**config.mk**
```make
export PLATFORM = sky130hd
export DESIGN_NAME = async_axis_fifo_wr_addr_gen
export DESIGN_NICKNAME = d
export VERILOG_FILES = /design/src/rtl/async_axis_fifo_wr_addr_gen.sv
export SDC_FILE = /design/constraint.sdc
export NUM_CORES = 1
export LEC_CHECK = 0
export CELL_PAD_IN_SITES_DETAIL_PLACEMENT = 1
export CELL_PAD_IN_SITES_GLOBAL_PLACEMENT = 2
export CORE_MARGIN = 4
export CORE_UTILIZATION = 30
export CTS_BUF_LIST = sky130_fd_sc_hd__clkbuf_4 sky130_fd_sc_hd__clkbuf_8 sky130_fd_sc_hd__clkbuf_16
export DETAILED_ROUTE_END_ITERATION = 10
export GPL_TIMING_DRIVEN = 1
export PLACE_DENSITY_LB_ADDON = 0.1
export SLEW_MARGIN = 20
export SYNTH_ARGS = -nofsm -noshare
export SYNTH_HDL_FRONTEND = slang
export SYNTH_SLANG_ARGS = --single-unit
```
**constraint.sdc**
```tcl
create_clock -name clk -period 6.6 [get_ports clk]
set_input_delay 1.65 -clock clk [delete_from_list [all_inputs] [get_ports clk]]
set_output_delay 1.65 -clock clk [all_outputs]
set_load 0.005 [all_outputs]
```
**src/rtl/async_axis_fifo_wr_addr_gen.sv**
```systemverilog
`default_nettype none
// +--------------------------------------------------------------------------+
// | async_axis_fifo_wr_addr_gen: write-side pointer, RAM write port and      |
// | flow control of the async AXIS FIFO. Optional almost_full output is     |
// | enabled by ASYNC_AXIS_FIFO_WR_ALMOST_FULL_EN.            Revision: 1.0   |
// +--------------------------------------------------------------------------+
module async_axis_fifo_wr_addr_gen #(
   parameter int DATA_WIDTH = 8,
   parameter int ADDR_WIDTH = 4
`ifdef ASYNC_AXIS_FIFO_WR_ALMOST_FULL_EN
   ,
   parameter int ALMOST_FULL_THRESH = (2**ADDR_WIDTH) - 2
`endif
) (
   input  logic                  clk,
   input  logic                  resetn,
   input  logic                  s_axis_tvalid,
   output logic                  s_axis_tready,
   input  logic [DATA_WIDTH-1:0] s_axis_tdata,
   output logic                  mem_wr_en,
   output logic [ADDR_WIDTH-1:0] mem_wr_addr,
   output logic [DATA_WIDTH-1:0] mem_wr_data,
   output logic [ADDR_WIDTH:0]   wr_count,
   input  logic [ADDR_WIDTH:0]   rd_count,
   output logic [ADDR_WIDTH:0]   wr_level
`ifdef ASYNC_AXIS_FIFO_WR_ALMOST_FULL_EN
   ,
   output logic                  almost_full
`endif
);

   localparam logic [ADDR_WIDTH:0] c_DEPTH   = {1'b1, {ADDR_WIDTH{1'b0}}};
   localparam logic [ADDR_WIDTH:0] c_PTR_ONE = {{ADDR_WIDTH{1'b0}}, 1'b1};

   logic [ADDR_WIDTH:0]   r_wr_ptr;
   logic [ADDR_WIDTH:0]   r_wr_ptr_d;
   logic [ADDR_WIDTH:0]   r_wr_count;
   logic [ADDR_WIDTH:0]   r_wr_level;
   logic                  r_tready;
   logic                  r_mem_wr_en;
   logic [ADDR_WIDTH-1:0] r_mem_wr_addr;
   logic [DATA_WIDTH-1:0] r_mem_wr_data;

   logic                  w_hs;
   logic [ADDR_WIDTH:0]   w_wr_ptr_next;
   logic [ADDR_WIDTH:0]   w_lvl_next;

   assign w_hs          = s_axis_tvalid & r_tready;
   assign w_wr_ptr_next = w_hs ? (r_wr_ptr + c_PTR_ONE) : r_wr_ptr;
   // Extra MSB keeps full (diff == DEPTH) distinct from empty across the wrap.
   assign w_lvl_next    = w_wr_ptr_next - rd_count;

   always_ff @(posedge clk or negedge resetn) begin
      if (!resetn) begin
         r_wr_ptr <= '0;
      end else begin
         r_wr_ptr <= w_wr_ptr_next;
      end
   end

   always_ff @(posedge clk or negedge resetn) begin
      if (!resetn) begin
         r_mem_wr_en   <= 1'b0;
         r_mem_wr_addr <= '0;
         r_mem_wr_data <= '0;
      end else begin
         r_mem_wr_en <= w_hs;
         if (w_hs) begin
            r_mem_wr_addr <= r_wr_ptr[ADDR_WIDTH-1:0];
            r_mem_wr_data <= s_axis_tdata;
         end
      end
   end

   // Published count trails the pointer by one extra stage so the RAM write lands first.
   always_ff @(posedge clk or negedge resetn) begin
      if (!resetn) begin
         r_wr_ptr_d <= '0;
         r_wr_count <= '0;
      end else begin
         r_wr_ptr_d <= r_wr_ptr;
         r_wr_count <= r_wr_ptr_d;
      end
   end

   always_ff @(posedge clk or negedge resetn) begin
      if (!resetn) begin
         r_tready   <= 1'b0;
         r_wr_level <= '0;
      end else begin
         r_tready   <= (w_lvl_next != c_DEPTH);
         r_wr_level <= w_lvl_next;
      end
   end

`ifdef ASYNC_AXIS_FIFO_WR_ALMOST_FULL_EN
   localparam logic [ADDR_WIDTH:0] c_AF_THRESH = ALMOST_FULL_THRESH[ADDR_WIDTH:0];

   logic r_almost_full;

   always_ff @(posedge clk or negedge resetn) begin
      if (!resetn) begin
         r_almost_full <= 1'b0;
      end else begin
         r_almost_full <= (w_lvl_next >= c_AF_THRESH);
      end
   end

   assign almost_full = r_almost_full;
`endif

   assign s_axis_tready = r_tready;
   assign mem_wr_en     = r_mem_wr_en;
   assign mem_wr_addr   = r_mem_wr_addr;
   assign mem_wr_data   = r_mem_wr_data;
   assign wr_count      = r_wr_count;
   assign wr_level      = r_wr_level;

endmodule
`default_nettype wire
```
==> results.py <==
metrics = {
    "status": {
        "status": "complete, no violations",
    },
    "layout": {
        "syn2layout_area_growth_pct": 40.72,
        "drive_gt1_share_pct": 8.497,
        "final_common_cell": "nand2_1",
        "layout.nets": 175,
        "diodes": 0,
        "final_cell_mix": "nand2_1, clkdlybuf4s50_1, dfrtp_1",
    },
    "floorplan": {
        "die_y_um": 73.51,
        "die_w_um": 73.51,
        "io_pins": 40,
        "std_cell_rows": 23,
        "die-area_um2": 5404,
        "start_util_pct": 31.51,
        "coreArea_um2": 4086,
    },
    "timing": {
        "worst_slew_pin_slew_ps": 752.5,
        "tns_ps": 0,
        "layout_min_cycle_time_ps": 4003,
        "clock_skew_ps": 2.173,
        "slew_violations": 0,
        "slew_headroom_pct": 49.84,
        "rsz0062_at_grt": "false",
        "worst_slack_ps": 2597,
        "fmax_ghz": 0.2498,
        "setup_viol": 0,
        "final_hold_viol_count": 0,
        "fin_crit_sh_pct": 60.65,
    },
    "drt": {
        "viasPerCell": 4.365,
        "drc": 0,
        "wirelength_um": 2944,
        "drt-initial-drc-count": 15,
        "wl_per_cell_um": 14.50,
        "vias": 886,
        "dr.pass1.iters": 4,
        "ant_nets": 0,
    },
    "clocking": {
        "post_cts_buffers": 0,
        "cts_max_path_buffers": 2,
        "numCtsBuffers": 5,
        "cts.htree.levels": 2,
        "clk_pin_slew_ps": 60,
        "cts_root_buf": "clkbuf_8",
        "worstSkewPairLatency_ps": 280,
        "cts_resized": 0,
        "cts_sinks": 34,
        "cts_tree": "done",
        "cts-hold-fix-buffers": 0,
    },
    "power_and_ir_drop": {
        "leakagePower_nw": 0.8696,
        "clock_power_share_pct": 18.1,
        "peakVddDrop_uv": 130.0,
        "p_sw_share_pct": 31.79,
        "p_seq_share_pct": 42.5,
        "p_sw_mw": 0.2665,
        "combPwrFrac_pct": 39.4,
        "p_per_area_nw_per_um2": 462.6,
        "internal-power_mw": 0.5716,
    },
    "place": {
        "io_buffers": 39,
        "place_congestion": 0.7458,
        "post-place-ws_ps": 2274,
        "place.detailed.hpwl_um": 2163,
    },
    "yosys": {
        "synth_nets": 131,
        "synth_area_um2": 1287,
        "synth_cell_types": 22,
        "synth_edf_count": 0,
        "synth_seq_cells": 34,
        "avgSynthCellArea_um2": 11.81,
        "synthesis.instances": 109,
        "synth_ff_type": "dfrtp_1",
        "ys_async_sr_fraction_pct": 100.0,
        "yosysSeqAreaShare_pct": 66.08,
        "ys.warnings.count": 0,
    },
    "global_route": {
        "overflow": 0,
        "grt_usage_pct": 12.51,
        "grt_max_degree": 35,
        "grt_pass1_wl_um": 4933,
        "antenna_found_initial": 0,
        "grt_pass1_vias": 967,
    },
    "setup_path": {
        "crit_arrival_ps": 4210,
        "worst_ep_required_time_ps": 6810,
        "cp-start-kind": "input pin",
        "crit_path_max_fanout": 18,
        "criticalPathCategory": "in -> reg",
        "end_kind": "flop",
    },
    "job": {
        "cap_violations": 0,
    },
    "hold_path": {
        "hold_class": "reg -> reg",
    },
}
[cells in the mapped netlist (2+ instances only)]
master / number / area share, %
clkbuf_1: 2 / 0.58
dfrtp_1: 34 / 66
ha_1: 5 / 4.9
inv_1: 7 / 2.0
nand2_1: 40 / 12
xnor2_1: 4 / 2.7
xor2_1: 2 / 1.4
[worst max-delay path, stage by stage]
cell and delay, ps:
clkdlybuf4s50_1 470, nand2_2 180, inv_4 230, xnor2_1 170, ha_1 200, inv_1 50
fa_1 400, a21o_1 210, a21oi_2 130, xnor3_1 430, o211ai_2 80
[final cells by class]
type,count,area [um^2]
Clock buffer,7,83.83
Multi-Input combinational cell,65,396.6
Inverter,8,32.53
Fill cell,453,2275
Timing Repair Buffer,39,385.4
Sequential cell,34,850.8
Tap cell,50,62.56
[stage by stage]
step	hold WS (ps)	utilization, %	total power [mW]	instances	area (um^2)
after CTS	351.1	44.34	0.8574	203	1812
after detailed placement	336.4	42.28	0.7001	196	1728
after global placement	334.6	42.28	0.6876	196	1728
after floorplan	331.2	-	0.5116	109	1287
after global routing	368.4	44.34	0.9078	203	1812
final	348.1	44.34	0.8380	203	1812
[sequential cells by signal (all words and copies together) (netlist names)]
signal	cells
mem_wr_addr	4
s_axis_tready	1
wr_level	5
r_wr_ptr	5
wr_count	5
r_wr_ptr_d	5
mem_wr_en	1
mem_wr_data	8
[power groups by stage]
stage | Clock (mW) | Combinational (mW) | Sequential [mW]
4_1_cts | 0.157 | 0.341 | 0.360
2_1_floorplan | 0 | 0.159 | 0.352
3_5_place_dp | 0 | 0.339 | 0.361
5_1_grt | 0.168 | 0.370 | 0.370
6_report | 0.152 | 0.330 | 0.356
3_3_place_gp | 0 | 0.332 | 0.356
[per-layer routing]
layer  vias to the layer above  GRT usage (%)  wire (um)
met1                       430          15.99       1323
met5                         -              0          0
li1                        425              -          -
met2                        24          18.60       1427
met4                         0          6.640         51
met3                         7          4.241        142
[final timing paths]
| check | start | to | slack (ps) | depth (start not counted) |
|---|---|---|---|---|
| worst max-delay path | s_axis_tvalid | s_axis_tready | 2600 | 11 |
| worst min-delay path | r_wr_ptr_d[0] | wr_count[0] | 350 | 0 |
| worst max register to register | s_axis_tready | s_axis_tready | 4000 | 10 |
| worst min register to register | r_wr_ptr_d[0] | wr_count[0] | 350 | 0 |
| max in group asynchronous | resetn | wr_level[1] | 4680 | 1 |
| min in group asynchronous | resetn | wr_level[4] | 1430 | 1 |
[kinds of logic (layout without fill, tap and decap cells)]
family,after synthesis,count (layout),share of synthesized area [%]
adder cells (fa/ha/maj),6,6,6.414
AO/OA/AOI/OAI,5,5,3.207
AND/OR/NAND/NOR,47,47,15.35
buffers and inverters,10,54,3.111
flip-flops,34,34,66.08
XOR/XNOR,7,7,5.831
No activity file was read; power rests on OpenSTA's default activity.
